## src/rtl/kernel_weight_sram.sv

```systemverilog
// Single-port kernel/weight memory responder with a configurable read pipeline.
// It tracks which words have been written and keeps saturating access counters.
module kernel_weight_sram #(
  parameter int ADDR_W = 5,
  parameter int DATA_W = 32,
  parameter int RD_LAT = 1,
  parameter int CNT_W  = 16
) (
  input  logic              clk,
  input  logic              rst,
  input  logic              CSB,
  input  logic              WEB,
  input  logic              OEB,
  input  logic [ADDR_W-1:0] ADD,
  input  logic [DATA_W-1:0] DATA_I,
  output logic [DATA_W-1:0] DATA_O,
  output logic              rd_valid,
  output logic              uninit_err,
  output logic [CNT_W-1:0]  wr_cnt,
  output logic [CNT_W-1:0]  rd_cnt
);

  localparam int DEPTH = 2 ** ADDR_W;

  generate
    if (RD_LAT < 1 || RD_LAT > 3) begin : g_bad_lat
      $error("kernel_weight_sram: RD_LAT must be in 1..3");
    end
  endgenerate

  logic [DATA_W-1:0] mem [DEPTH];
  logic [DEPTH-1:0]  init_bits_reg;
  logic              wr_fire;
  logic              rd_fire;

  assign wr_fire = !rst && !CSB && !WEB;
  assign rd_fire = !rst && !CSB &&  WEB;

  // Contents survive reset; only the written-flags are cleared.
  always_ff @(posedge clk) begin
    if (wr_fire) begin
      mem[ADD] <= DATA_I;
    end
  end

  always_ff @(posedge clk) begin
    if (rst) begin
      init_bits_reg <= '0;
    end else if (wr_fire) begin
      init_bits_reg[ADD] <= 1'b1;
    end
  end

  // Stage inputs: stage 0 samples the array, later stages take the previous stage.
  logic [DATA_W-1:0] stg_data [RD_LAT];
  logic              stg_vld  [RD_LAT];
  logic              stg_init [RD_LAT];

  logic [DATA_W-1:0] pipe_data_reg [RD_LAT];
  logic              pipe_vld_reg  [RD_LAT];
  logic              pipe_init_reg [RD_LAT];

  genvar gi;
  generate
    for (gi = 0; gi < RD_LAT; gi++) begin : g_stage
      if (gi == 0) begin : g_head
        assign stg_vld[gi]  = rd_fire;
        assign stg_init[gi] = init_bits_reg[ADD];
        assign stg_data[gi] = init_bits_reg[ADD] ? mem[ADD] : '0;
      end else begin : g_tail
        assign stg_vld[gi]  = pipe_vld_reg[gi-1];
        assign stg_init[gi] = pipe_init_reg[gi-1];
        assign stg_data[gi] = pipe_data_reg[gi-1];
      end
    end
  endgenerate

  // Data/init only load with a valid result so the last stage holds its value.
  always_ff @(posedge clk) begin
    for (int i = 0; i < RD_LAT; i++) begin
      if (rst) begin
        pipe_vld_reg[i]  <= 1'b0;
        pipe_init_reg[i] <= 1'b0;
        pipe_data_reg[i] <= '0;
      end else begin
        pipe_vld_reg[i] <= stg_vld[i];
        if (stg_vld[i]) begin
          pipe_init_reg[i] <= stg_init[i];
          pipe_data_reg[i] <= stg_data[i];
        end
      end
    end
  end

  logic sticky_err_reg;
  logic last_uninit;

  assign last_uninit = pipe_vld_reg[RD_LAT-1] && !pipe_init_reg[RD_LAT-1];

  always_ff @(posedge clk) begin
    if (rst) begin
      sticky_err_reg <= 1'b0;
    end else if (last_uninit) begin
      sticky_err_reg <= 1'b1;
    end
  end

  always_ff @(posedge clk) begin
    if (rst) begin
      wr_cnt <= '0;
      rd_cnt <= '0;
    end else begin
      if (wr_fire && wr_cnt != '1) begin
        wr_cnt <= wr_cnt + 1'b1;
      end
      if (rd_fire && rd_cnt != '1) begin
        rd_cnt <= rd_cnt + 1'b1;
      end
    end
  end

  assign rd_valid   = pipe_vld_reg[RD_LAT-1];
  assign uninit_err = sticky_err_reg || last_uninit;
  assign DATA_O     = OEB ? '0 : pipe_data_reg[RD_LAT-1];

endmodule
```

## config.mk

```make
export PLATFORM = sky130hd
export DESIGN_NAME = kernel_weight_sram
export DESIGN_NICKNAME = d
export VERILOG_FILES = /design/src/rtl/kernel_weight_sram.sv
export SDC_FILE = /design/constraint.sdc
export NUM_CORES = 1
export LEC_CHECK = 0
export ABC_AREA = 1
export ABC_CLOCK_PERIOD_IN_PS = 4500
export CELL_PAD_IN_SITES_DETAIL_PLACEMENT = 1
export CELL_PAD_IN_SITES_GLOBAL_PLACEMENT = 2
export CORE_ASPECT_RATIO = 0.8
export CORE_MARGIN = 4
export CORE_UTILIZATION = 41
export CTS_BUF_LIST = sky130_fd_sc_hd__clkbuf_4 sky130_fd_sc_hd__clkbuf_8 sky130_fd_sc_hd__clkbuf_16
export CTS_CLUSTER_DIAMETER = 80
export DETAILED_ROUTE_END_ITERATION = 16
export PLACE_DENSITY = 0.77
export SLEW_MARGIN = 40
export SYNTH_ARGS = -nofsm -noshare
export SYNTH_HDL_FRONTEND = slang
export SYNTH_SLANG_ARGS = --single-unit
```

## constraint.sdc

```tcl
create_clock -name clk -period 4.5 [get_ports clk]
set_input_delay 1.125 -clock clk [delete_from_list [all_inputs] [get_ports clk]]
set_output_delay 1.125 -clock clk [all_outputs]
set_load 0.02 [all_outputs]
```

[Yosys cells after proc, flatten, opt, wreduce, memory -nomap -nowiden]
Memories as Yosys holds them, arrays and structs flattened.
Cells that the tools add are included.
Storage, ports and cells
  flip-flop bits (word level): 65
  RAM bits: 1058
  input bits: 42
  output and inout bits: 66
  memories: 4
Operators by class
  add/sub/neg operators: 2
  magnitude comparators: 2
  equality and inequality tests: 2
  muxes and demuxes: 20
  bitwise gates (word level): 1
  reductions and logical operators: 15
Memory list
  mem: words 32, bits a word 32, read ports 1, clocked after Yosys merged registers in 0, wr ports 1, RTL line 31  | logic [DATA_W-1:0] mem [DEPTH];
  pipe_data_reg: words 1, bits a word 32, read ports 1, clocked after Yosys merged registers in 0, wr ports 1, RTL line 59  | logic [DATA_W-1:0] pipe_data_reg [RD_LAT];
  pipe_init_reg: words 1, bits a word 1, read ports 1, clocked after Yosys merged registers in 0, wr ports 1, RTL line 61  | logic pipe_init_reg [RD_LAT];
  pipe_vld_reg: words 1, bits a word 1, read ports 1, clocked after Yosys merged registers in 0, wr ports 1, RTL line 60  | logic pipe_vld_reg [RD_LAT];
Operator list (count)
  32-bit 2-to-1 mux: 3
  16-bit by 1-bit adder with 16-bit output, second input constant: 2
  16-bit != test, second input constant: 2
  32-bit OR: 1
  32-bit OR reduction: 1
  1-bit 2-to-1 mux: 15
  1-bit logical AND: 7
  5-bit by 6-bit < comparator with 1-bit output, second input constant: 1
  1-bit binary-select mux with 5-bit select: 1
  1-bit demux with 5-bit select: 1
  5-bit by 1-bit >= comparator with 1-bit output, second input constant: 1
  1-bit zero test: 4
  1-bit OR reduction: 2
  1-bit logical OR: 1

[Depth between registers and ports, before layout]
Gate-level depths: netlist of the first run.
  depth in word-level cells: 8
  gate-level depth with buffers: 14

[Worst setup path before layout of the first run]
Ideal clock, no wire load.
  path type: input to register
  start: input ADD[3]
  end: memory mem[26][0], enable pin
  setup time: 423 ps
  data arrival time: 3313 ps
  required time: 4077 ps
  setup slack: 765 ps
  cell stages on the path: 6
  cells stage by stage: buf_4 > inv_4 > nor3_4 > buf_2 > inv_2 > nor2_1
RTL lines
  from (decl): RTL line 14  | input logic [ADDR_W-1:0] ADD,
  to (decl): RTL line 31
Straight into the memory's write port.

[Worst setup path in the final report of the first run]
  start: input OEB
  end: output DATA_O[14]
Between the ends
  longest elaborated chain between the ends: 1
Ends and longest elaborated chain
  from (decl): RTL line 13  | input logic OEB,
  32-bit 2-to-1 mux: RTL line 124  | assign DATA_O = OEB ? '0 : pipe_data_reg[RD_LAT-1];
  to (decl): RTL line 16  | output logic [DATA_W-1:0] DATA_O,
Every way passes these cells.

==> results of run 1 <==
-- cell families (layout without fill, tap and decap cells) --
family                   after synthesis  after routing  synth area share
flip-flops                          1123           1123             0.706
other                                  0              1                 0
AO/OA/AOI/OAI                         35             35           0.00382
adder cells (fa/ha/maj)                2              2          0.000534
XOR/XNOR                              24             24           0.00449
AND/OR/NAND/NOR                     3011           3011             0.250
buffers and inverters                358            598            0.0353
-- through the flow --
stage | cell area (um2) | setup WS (ns) | utilization | total power (uW) | hold WS (ns)
6_report | 54300 | 0.866 | 0.481 | 23100 | 0.460
5_1_grt | 54300 | 0.784 | 0.481 | 23900 | 0.498
4_1_cts | 54300 | 0.908 | 0.481 | 23400 | 0.463
3_5_place_dp | 50200 | 0.709 | 0.444 | 13000 | 0.455
3_3_place_gp | 50200 | 0.774 | 0.444 | 13000 | 0.443
2_1_floorplan | 46900 | 0.765 | - | 12400 | 0.436
-- report_power, final --
part | leakage, uW | internal [uW] | switching (uW) | total, uW
clock | 0.00203 | 6260 | 4120 | 10400
sequential | 0.0101 | 11500 | 26.3 | 11500
combinational | 0.00950 | 312 | 964 | 1280
total | 0.0216 | 18000 | 5110 | 23100
-- routing by layer --
layer,vias up,wire (um),GRT usage
met5,-,27,0
met4,4,4330,0.0713
met3,218,8030,0.0399
met2,783,66600,0.387
met1,16100,67100,0.350
li1,15100,-,-
-- final timing paths --
path | start | endpoint | slack, ns | depth (start not counted)
min reg2reg | sticky_err_reg | sticky_err_reg | 0.46 | 2
min | sticky_err_reg | sticky_err_reg | 0.46 | 2
max reg2reg | wr_cnt[0] | wr_cnt[15] | 2.30 | 8
max | OEB | DATA_O[14] | 0.87 | 3
-- cell type report --
| class | instances | area, um2 |
|---|---|---|
| multi-input cells | 3072 | 12300 |
| inverters | 140 | 543 |
| clock inverters | 76 | 897 |
| diodes | 1 | 2.50 |
| repair buffers | 237 | 2370 |
| fillers | 12200 | 58700 |
| flip-flops and latches | 1123 | 33100 |
| well taps | 1512 | 1890 |
| clock buffers | 145 | 3230 |
-- cells in the final DEF, fill, tap and decap left out, drive strengths merged --
cell type,Yosys,routed
edfxtp,1057,1057
diode,0,1
clkinvlp,0,6
clkinv,0,48
nor3,15,15
inv,140,141
dfxtp,66,66
nand2,2626,2626
ha,2,2
o21ai,4,4
o2111ai,1,1
a21oi,30,30
xor2,15,15
nor2,220,220
clkbuf,36,145
buf,182,144
clkdlybuf4s50,0,93
nor3b,1,1
nand3,82,82
xnor2,9,9
nand4,67,67
bufinv,0,21
-- tightest hold or removal path, cell delays in order (launching register included) --
cell and delay, ns:
dfxtp_1 0.29, inv_1 0.06, a21oi_1 0.06
==> impl_results.md, run 1 <==
- Status: finished, final reports clean
- CP max stage cell: buf_2
- Via/cell ratio: 5.10
- Vias: 32200
- DR WL/cell: 23.2 um
- Postcts setup bufs: 0
- 1st-iter DRT viols: 2389
- DR pass1 iterations: 5
- Cell Chain, Critical Path: buf_2, nor2_1, clkdlybuf4s50_1
- Detailed Route WL: 146000 um
- Post-synth top area share: 0.677
- CTS tree: built
- Die width: 386 um
- Syn Nets: 4597
- CTS Buf Count: 117
- Clk pin slew, worst setup/hold paths: 0.06 ns
- Most instantiated cells after synthesis: nand2_1, edfxtp_1, nor2_1
- Max reg flops: between 1000 and 1500
- Max FO, Critical Path: 32
- Final Max Slew Viols: 0
- F_max: 0.275 GHz
- Sequential share of the synthesized area: 0.706
- CTS Sinks: 1123
- Boundary Pins: 108
- ANT nets after route: 0
- Cts hold-fix bufs: 0
- Residual DRC: 0
- Mean Syn Cell Area: 10.3 um2
- Die Ht: roughly 310 um
- Crit path max-delay family: buffers and inverters
- Clk_lat worst skew: 0.72 ns
- Leak: around 0.022 uW
- Async SR Flop Fraction: 0
- Port Buffers: 107
- Core Footprint: 0.113 mm2
- Tcrit/Tclk final: 0.808
- Number of synthesized flops with an enable pin: between 1000 and 1500
- First-pass GRT wire length: roughly 220000 um
- H-tree depth: 3
- Netlist cell types: 27
- Ys flop type: edfxtp_1
- Layout cells sized above 1: 0.0835
- Clk root buf: clkbuf_16
- Fin cells: 6306
- Max cap viols: 0
- Number of global-route vias before repair: 32400
- CP Capture Type: primary output
- Yosys warning count: 0
- Largest net degree at the start of global routing: 103
- Critical Path Source Type: input port
- Post-DP HPWL: 87800 um
- Row count: 110
- Top-count cell post-synth: nand2_1
- Crit path required time: 3.38 ns
- Number of synthesized register bits: around 1100
- Crit path buf inv count: 2
- Die footprint: 0.120 mm2
- Global route overflow: 0
- GPL Wtd Cong: 0.814
- Worst slew margin: 0.440
- Final worst path period need: 3.63 ns
- Worst Path Arrival: 2.51 ns
- VDD IR max: 342 uV
- Critical path class: in2out
- Placed cell count: roughly 6100
- Synth area leaders: edfxtp_1, nand2_1, dfxtp_1, nor2_1, buf_2
- Initial antenna violation count: 5
- Total global routing track utilization: 0.244
- Layout area overhead: 16.0%
- Largest stage delay on the critical path: 0.60 ns
- RSZ-0062 raised after global routing: no
- Post-cts resize count: 0
- Mapped Area: 0.0469 mm2
- Worst slew pin tran: about 0.84 ns
- Setup tns final: 0 ns
- Pwr dens: 426 mW/mm2
- Skew final: 0.0160 ns
- Final hold viol count: 0
- Hold crit path type: reg2reg
- Starting Density: 0.415
- Setup-failing EPs final: 0
- NumNets Final: 4735
- Longest Clk Path Bufs: 3
- Largest area contributor in the netlist: edfxtp_1
- Cells after synthesis: 4553
Note: power is estimated with default switching activity, not from simulation.
==> inputs of run 2 (changes only) <==
- ABC_CLOCK_PERIOD_IN_PS: 4500 -> 3770
- clock period: 4.5 -> 3.77 ns (I/O delays scaled with it)
==> impl_results.md, run 2 (synthesis gave the netlist of run 1 again) <==
- CP Capture Type: primary output
- Max FO, Critical Path: 32
- Max reg flops: 1024
- Longest Clk Path Bufs: 3
- Reg power frac: 0.502
- Pwr dens: ~500 mW/mm2
- Number of global-route vias before repair: between 30000 and 40000
- Port Buffers: 107
- Post-DP HPWL: slightly above 90000 um
- Dpl cell area: 0.0504 mm2
- Setup tns final: 0 ns
- Skew final: ~0.025 ns
- Final worst path period need: 3.22 ns
- Die Ht: around 310 um
- Most frequent cells in the layout: nand2_1, edfxtp_1, nor2_1
- Initial antenna violation count: 2
- Boundary Pins: 108
- Worst Hold Depth: 2
- CP max stage cell: buf_2
- RSZ-0062 raised after global routing: no
- Global route overflow: 0
- Vias: about 33000
- Clock Power Share: 0.441
- Ant diodes: 0
- Worst Path Arrival: between 2 and 2.5 ns
- Worst slew margin: 0.431
- Switching Fraction: 0.224
- GPL Wtd Cong: 0.816
- Setup-failing EPs final: 0
- Hold crit path type: reg2reg
- Hold slack: 0.458 ns
- Clk pin slew, worst setup/hold paths: 0.06 ns
- Status: finished, final reports clean
- Largest stage delay on the critical path: 0.59 ns
- Final Max Slew Viols: 0
- R2R cell count: 8
- NumNets Final: 4745
- Largest net degree at the start of global routing: 150
- CTS Sinks: 1123
- Tcrit/Tclk final: 0.853
- Fin cells: 6311
- Via/cell ratio: a little over 5
- Starting Density: 0.415
- F_max: 0.311 GHz
- ANT nets after route: 0
- H-tree depth: 3
- Total global routing track utilization: 0.252
- Crit path required time: 2.83 ns
- CTS tree: built
- Row count: 110
- Max cap viols: 0
- Cell Chain, Critical Path: buf_2, nor2_1, clkdlybuf4s50_1
- Switching power: 6130 uW
- Clk root buf: clkbuf_16
- Most common cell after layout, fill and taps aside: nand2_1
- Die width: 386 um
- Post-cts resize count: 0
- Logic pwr share: 0.057
- Finished Core Util: 0.482
- Core Footprint: 0.113 mm2
- Postcts setup bufs: 0
- Int Power: 21200 uW
- Worst slew pin tran: 0.853 ns
- Layout cells sized above 1: 0.0859
- Layout area overhead: 16.2%
- DR WL/cell: 23.9 um
- First-pass GRT wire length: ~220000 um
- Clk_lat worst skew: 0.74 ns
- Leak: 0.0217 uW
- R2r setup slk: around 1.5 ns
- CTS Buf Count: 116
- Cts hold-fix bufs: 0
- Finished Cell Area: 0.0544 mm2
- DR pass1 iterations: 5
- 1st-iter DRT viols: 2813
- Critical path class: in2out
- Die footprint: 0.120 mm2
- Detailed Route WL: between 150000 and 200000 um
- Residual DRC: 0
- VDD IR max: 358 uV
- Final hold viol count: 0
- Critical Path Source Type: input port
- Placed cell count: approximately 6100
## run 2: changes by cell type in the layout (fill, tap and decap cells not counted), moves of 2 or more
cell,previous run,this run
clkinv_1,28,21
buf_12,28,43
buf_4,101,99
bufinv_16,21,16
clkbuf_4,21,29
clkinvlp_4,6,3
## run 2: worst paths after layout
path,from,to
min,sticky_err_reg,sticky_err_reg
max reg2reg,wr_cnt[0],wr_cnt[13]
min reg2reg,sticky_err_reg,sticky_err_reg
max,OEB,DATA_O[4]
## run 2: cell type report
| type | instances | area (um2) |
|---|---|---|
| Fill cell | 12200 | 58500 |
| Sequential cell | 1123 | 33100 |
| Multi-Input combinational cell | 3072 | 12300 |
| Clock buffer | 151 | 3250 |
| Timing Repair Buffer | 248 | 2630 |
| Tap cell | 1512 | 1890 |
| Clock inverter | 65 | 748 |
| Inverter | 140 | 543 |
## run 2: metal layers
layer	global-route usage	routed length, um
met1	0.378	71600
met2	0.392	68400
met3	0.0333	7560
met4	0.0580	3320
met5	0	17
## run 2: critical path, delay by kind of cell
family | cells | cell delay (ns)
buffers and inverters | 2 | 1.17
and+or+nand+nor | 1 | 0.12
## run 2: power groups by stage
stage	Combinational (uW)	Clock, uW	Sequential (uW)
3_5_place_dp	1570	0	14000
3_3_place_gp	1550	0	14000
6_report	1560	12100	13700
5_1_grt	1710	12800	13700
4_1_cts	1570	12300	13700
2_1_floorplan	803	0	14000
## run 2: stage by stage
stage	total power, uW	worst slack [ns]
2_1_floorplan	14800	0.217
3_3_place_gp	15500	0.492
3_5_place_dp	15600	0.455
4_1_cts	27600	0.553
5_1_grt	28300	0.463
6_report	27400	0.554
